--- config.mk ---
export PLATFORM = sky130hd
export DESIGN_NAME = digit_link_rx
export DESIGN_NICKNAME = d
export VERILOG_FILES = /design/src/rtl/digit_link_rx.sv
export SDC_FILE = /design/constraint.sdc
export NUM_CORES = 1
export LEC_CHECK = 0
export BUFFER_PORTS_ARGS = -buffer_cell sky130_fd_sc_hd__buf_2
export CORE_UTILIZATION = 55
export DETAILED_ROUTE_END_ITERATION = 10
export PLACE_DENSITY = 0.81
export SYNTH_ARGS = -nofsm -noshare
export SYNTH_HDL_FRONTEND = slang
export SYNTH_SLANG_ARGS = --single-unit
--- constraint.sdc ---
create_clock -name clk -period 2.07 [get_ports clk]
set_input_delay 0.3105 -clock clk [delete_from_list [all_inputs] [get_ports clk]]
set_output_delay 0.3105 -clock clk [all_outputs]
set_load 0.03 [all_outputs]
--- src/rtl/digit_link_rx.sv ---
// Receives one-digit SPI frames from an MCU and debounces the
// instruction push-button for the digit display.
module digit_link_rx #(
  parameter logic [18:0] DEB_CYCLES     = 19'd400000,
  parameter logic [25:0] TIMEOUT_CYCLES = 26'd40000000
) (
  input  logic       clk,
  input  logic       reset,
  input  logic       sck,
  input  logic       sdi,
  input  logic       cs_n,
  input  logic       btn,
  output logic [3:0] digit,
  output logic       digitEn,
  output logic       instrEn,
  output logic       frameErr
);

  typedef enum logic [1:0] {
    IDLE,
    SHIFT,
    CHECK
  } state_t;

  state_t      r_state;
  logic        r_sck_s1, r_sck_s2, r_sck_s3;
  logic        r_cs_s1, r_cs_s2, r_cs_s3;
  logic        r_sdi_s1, r_sdi_s2;
  logic        r_btn_s1, r_btn_s2;
  logic [3:0]  r_cnt;
  logic [7:0]  r_shift;
  logic [3:0]  r_digit;
  logic        r_den;
  logic        r_ferr;
  logic [25:0] r_tcnt;
  logic [18:0] r_dcnt;
  logic        r_instr;

  logic w_sck_rise, w_cs_fall, w_cs_rise;
  logic w_ok, w_tout;

  assign w_sck_rise = r_sck_s2 & ~r_sck_s3;
  assign w_cs_fall  = ~r_cs_s2 & r_cs_s3;
  assign w_cs_rise  = r_cs_s2 & ~r_cs_s3;

  assign w_ok = (r_cnt == 4'd8)
             && (r_shift[6:4] == 3'b000)
             && (r_shift[3:0] <= 4'd9);

  assign w_tout = r_den
               && (r_tcnt == TIMEOUT_CYCLES - 26'd1);

  assign digit    = r_digit;
  assign digitEn  = r_den;
  assign instrEn  = r_instr;
  assign frameErr = r_ferr;

  always_ff @(posedge clk or posedge reset) begin
    if (reset) begin
      r_sck_s1 <= 1'b0;
      r_sck_s2 <= 1'b0;
      r_sck_s3 <= 1'b0;
      r_cs_s1  <= 1'b1;
      r_cs_s2  <= 1'b1;
      r_cs_s3  <= 1'b1;
      r_sdi_s1 <= 1'b0;
      r_sdi_s2 <= 1'b0;
      r_btn_s1 <= 1'b0;
      r_btn_s2 <= 1'b0;
    end else begin
      r_sck_s1 <= sck;
      r_sck_s2 <= r_sck_s1;
      r_sck_s3 <= r_sck_s2;
      r_cs_s1  <= cs_n;
      r_cs_s2  <= r_cs_s1;
      r_cs_s3  <= r_cs_s2;
      r_sdi_s1 <= sdi;
      r_sdi_s2 <= r_sdi_s1;
      r_btn_s1 <= btn;
      r_btn_s2 <= r_btn_s1;
    end
  end

  // Acceptance in CHECK is assigned last so it overrides a timeout.
  always_ff @(posedge clk or posedge reset) begin
    if (reset) begin
      r_state <= IDLE;
      r_cnt   <= 4'd0;
      r_shift <= 8'd0;
      r_digit <= 4'd0;
      r_den   <= 1'b0;
      r_ferr  <= 1'b0;
      r_tcnt  <= 26'd0;
    end else begin
      r_ferr <= 1'b0;
      if (!r_den) begin
        r_tcnt <= 26'd0;
      end else if (w_tout) begin
        r_den  <= 1'b0;
        r_tcnt <= 26'd0;
      end else begin
        r_tcnt <= r_tcnt + 26'd1;
      end
      unique case (r_state)
        IDLE: begin
          if (w_cs_fall) begin
            r_state <= SHIFT;
            r_cnt   <= 4'd0;
            r_shift <= 8'd0;
          end
        end
        SHIFT: begin
          if (w_cs_rise) begin
            r_state <= CHECK;
            r_ferr  <= ~w_ok;
          end else if (w_sck_rise) begin
            r_shift <= {r_shift[6:0], r_sdi_s2};
            if (r_cnt != 4'd9) r_cnt <= r_cnt + 4'd1;
          end
        end
        CHECK: begin
          r_state <= IDLE;
          if (w_ok) begin
            r_digit <= r_shift[3:0];
            r_den   <= r_shift[7];
            r_tcnt  <= 26'd0;
          end
        end
        default: r_state <= IDLE;
      endcase
    end
  end

  always_ff @(posedge clk or posedge reset) begin
    if (reset) begin
      r_dcnt  <= 19'd0;
      r_instr <= 1'b0;
    end else if (r_btn_s2 == r_instr) begin
      r_dcnt <= 19'd0;
    end else if (r_dcnt == DEB_CYCLES - 19'd1) begin
      r_instr <= r_btn_s2;
      r_dcnt  <= 19'd0;
    end else begin
      r_dcnt <= r_dcnt + 19'd1;
    end
  end

endmodule

==> reports/qor.txt <==
FINISH
----------------------------------------------------------------------------------------------------
Non-filler instance count after layout                                                           452
Final Net Count                                                                                  384
Area Growth Syn to Fin                                                                        13.91%
Number of antenna cells inserted                                                                   0
Final standard cell utilization of the core                                                   66.75%
Leading cell types in the layout, fill and taps excluded                                sky130_fd_sc_hd__dfrtp_1, sky130_fd_sc_hd__nor2_1, sky130_fd_sc_hd__nand3_1
Share of final-layout standard cells stronger than drive strength 1                           19.89%
Leading cell type in the layout, fill and taps excluded                                 sky130_fd_sc_hd__dfrtp_1

DETAILED ROUTING
----------------------------------------------------------------------------------------------------
Remaining routing DRC violations                                                                   0
Routed vias                                                                                     2628
DRT Wirelength                                                                          6726 microns
Detailed router's first-iteration violation count                                                146
Routed len/inst                                                                         14.88 microns
Number of detailed-routing iterations run before antenna repair                                    4
Routed vias/inst                                                                               5.814
Antenna-violating nets left                                                                        0

WORST HOLD PATH
----------------------------------------------------------------------------------------------------
End of the worst hold path                                                                   r_cs_s1
Cell depth of the worst min-delay path                                                             1
Tightest Hold Check Type                                                                primary input to register
Hold path startpoint                                                                            cs_n

PWR
----------------------------------------------------------------------------------------------------
Highest ir drop seen on vdd                                                                 598.9 uV
Leakage                                                                                     1.659 nW
Power density over the cells                                                            696.7 mW/mm^2
Pwr Total                                                                                   2.835 mW

DIE
----------------------------------------------------------------------------------------------------
Chip Width                                                                              82.59 microns
Initial core utilization                                                                      58.60%
Row count                                                                                         28
Std-Cell Core Area                                                                      0.006096 sq mm
Area of the die                                                                         0.006821 sq mm
Vertical die dimension                                                                  82.59 microns
Num ports                                                                                         13

TIMING
----------------------------------------------------------------------------------------------------
Actual slew at the worst max-slew pin                                                       513.1 ps
Number of hold violations in the final report                                                      0
Part of the cycle the worst path needs                                                        95.45%
Setup clock skew after layout                                                               12.15 ps
Setup TNS                                                                                       0 ps
# setup viols final                                                                                0
Setup repair after global routing missed its margin                                            false
Fmax                                                                                       506.1 MHz
Worst-case setup margin in the final layout                                                 94.13 ps
Final number of max-transition violations                                                          0
Tmin final                                                                                   1976 ps
Remaining max-slew budget at the tightest pin                                                 65.72%

SETUP PATH
----------------------------------------------------------------------------------------------------
Endpoint kind of the worst setup timing path                                                register
Reg-to-Reg End                                                                            r_tcnt[23]
Worst reg2reg startpoint                                                                   r_tcnt[3]
Crit-path slowest cell                                                                  sky130_fd_sc_hd__or4_4
WP data arrival                                                                              2250 ps
Cell count of the worst reg-to-reg path                                                            5
Critical Path, Cell by Cell                                                             nand3_4 > or4_4 > buf_4 > or4_4 > a21oi_2
Reg-to-reg slack, setup                                                                        90 ps
Delay of the slowest critical-path stage                                                      540 ps
Cell mode on critical path                                                              sky130_fd_sc_hd__or4_4
Required time at the worst-slack endpoint                                                    2350 ps
Startpoint of the worst setup timing path                                                  r_tcnt[3]
Maximum net fanout on the critical path                                                           10
Critical Path Source Type                                                                   register
WS Path Type                                                                            register to register

CLOCK NETWORK
----------------------------------------------------------------------------------------------------
Worst-case clock buffer depth                                                                      2
Clock latency at the later pin of the worst-skew pair                                         340 ps
Clock-pin slew reported for the worst setup and hold paths after clock tree synthesis          80 ps
Total clock buffers created by CTS                                                                 9
Cell at the root of the clock tree                                                      sky130_fd_sc_hd__clkbuf_8
TritonCTS clock tree                                                                             yes
# H-tree levels                                                                                    3
TritonCTS sink count                                                                              76

GLOBAL ROUTING
----------------------------------------------------------------------------------------------------
Via count of the first global-routing pass                                                      2500
Antenna violations before repair                                                                   0
First-pass GRT wire length                                                              11160 microns
Global-route usage over all layers                                                            22.03%
Global-route congestion overflow total                                                             0
Pin count of the biggest net entering global routing                                              38

YOSYS
----------------------------------------------------------------------------------------------------
Average cell area after synthesis                                                        10.57 sq um
Cell types occupying the most area after synthesis                                      sky130_fd_sc_hd__dfrtp_1, sky130_fd_sc_hd__xnor2_1, sky130_fd_sc_hd__nor2_1, sky130_fd_sc_hd__nand3_1, sky130_fd_sc_hd__nand4_1
Sequential fraction of the synthesis area                                                     53.35%
Number of register bits inferred by synthesis                                                     76
Ys flop type                                                                            sky130_fd_sc_hd__dfrtp_1
Portion of synthesized cell area occupied by the leading cell type                            51.14%
Dominant cell type by area after synthesis                                              sky130_fd_sc_hd__dfrtp_1
EDFF count, synth                                                                                  0
Count of synthesis-stage warnings from yosys                                                       0
Number of distinct library cells after synthesis                                                  48
Net Count, Synth                                                                                 350
Netlist Area Pre-Place                                                                  0.003572 sq mm
Fraction of registers with async set or reset after synthesis                                 100.0%
Post-synthesis cell count                                                                        338

PLACED DESIGN
----------------------------------------------------------------------------------------------------
Routability cong.                                                                             0.8132
Post-Place Worst Slack                                                                      76.37 ps
Count of placed standard cells including taps                                                    435
Buffers added on ports                                                                            12
Detailed-placement wirelength estimate                                                  4712 microns

RUN STATUS
----------------------------------------------------------------------------------------------------
Run status                                                                              finished, final reports clean

FLOW RUN
----------------------------------------------------------------------------------------------------
Max Cap Violations                                                                                 0

how the worst max path moves through the flow:
stage and endpoint:
3_5_place_dp r_tcnt[24], 3_3_place_gp r_tcnt[24], 6_report r_tcnt[23], 2_1_floorplan r_dcnt[10], 5_1_grt r_tcnt[23], 4_1_cts r_tcnt[11]
routing by layer:
metal | track usage, % | part of all wire, % | wire, microns
met1 | 26.93 | 45 | 3034
met2 | 37.02 | 50 | 3343
met3 | 6.154 | 3.7 | 246
met4 | 8.276 | 1.5 | 101
met5 | 0 | 0 | 0
layout make-up:
cell class                      count  area [sq um]
Fill cell                         461          2027
Tap cell                           75         93.84
Sequential cell                    76          1906
Clock inverter                      6         65.06
Timing Repair Buffer               31         230.2
Inverter                           16         63.81
Clock buffer                       10         127.6
Multi-Input combinational cell    238          1583
what timing repair did:
item                       in CTS  in global routing
setup endpoints to repair       0                 27
setup buffers                   0                  0
hold buffers                    1                  0
gates resized for setup         0                  3
hold endpoints to repair       15                  0
per-stage QoR:
step                      cell area, sq um  hold WS, ps
after CTS                             4051        42.40
after global routing                  4069        36.50
after global placement                3849        334.6
final                                 4069        58.61
after floorplan                       3576        315.0
after detailed placement              3849        336.3
critical path: cells and delay by family (launching register included):
| family | cells | cell delay, ps |
|---|---|---|
| and+or+nand+nor | 3 | 1140 |
| buffers and inverters | 1 | 190 |
| AOI/OAI and AO/OA | 1 | 140 |
| DFF | 1 | 440 |
logic make-up (layout without fill, tap and decap cells):
kind of cell | Yosys count | in the layout | synth area share (%)
buffers and inverters | 24 | 63 | 2.837
xor gates and xnor gates | 27 | 27 | 6.620
AOI/OAI and AO/OA | 51 | 51 | 9.877
DFF | 76 | 76 | 53.35
and+or+nand+nor | 148 | 148 | 23.33
adders and majority gates | 6 | 6 | 2.102
muxes | 6 | 6 | 1.891
where the power goes:
group | leakage, nW | internal [mW] | switching [mW]
Sequential | 1.03 | 1.53 | 0.0426
Clock | 0.0966 | 0.559 | 0.528
Combinational | 0.535 | 0.0746 | 0.101
Yosys cell counts (4+ instances only):
master                     instances
sky130_fd_sc_hd__dfrtp_1          73
sky130_fd_sc_hd__nor2_1           36
sky130_fd_sc_hd__nand3_1          20
sky130_fd_sc_hd__xnor2_1          19
sky130_fd_sc_hd__inv_1            16
sky130_fd_sc_hd__nand4_1          15
sky130_fd_sc_hd__a21oi_1          13
sky130_fd_sc_hd__o21ai_0          11
sky130_fd_sc_hd__nand2_1          10
sky130_fd_sc_hd__nor4_1           10
sky130_fd_sc_hd__or3_1            10
sky130_fd_sc_hd__a22o_1            8
sky130_fd_sc_hd__xor2_1            8
sky130_fd_sc_hd__nor3_1            7
sky130_fd_sc_hd__and2_1            6
sky130_fd_sc_hd__ha_1              6
sky130_fd_sc_hd__mux2_2            6
sky130_fd_sc_hd__o31ai_1           6
sky130_fd_sc_hd__or4_1             6
sky130_fd_sc_hd__nor2b_1           5
sky130_fd_sc_hd__clkbuf_1          4
sequential cells by signal, summed over array words and instances (netlist names), 2 cells and up:
| name | cells |
|---|---|
| r_state | 2 |
| digit | 4 |
| r_dcnt | 19 |
| r_cnt | 4 |
| r_tcnt | 26 |
| r_shift | 8 |
Power figures use the tool's default switching activity.
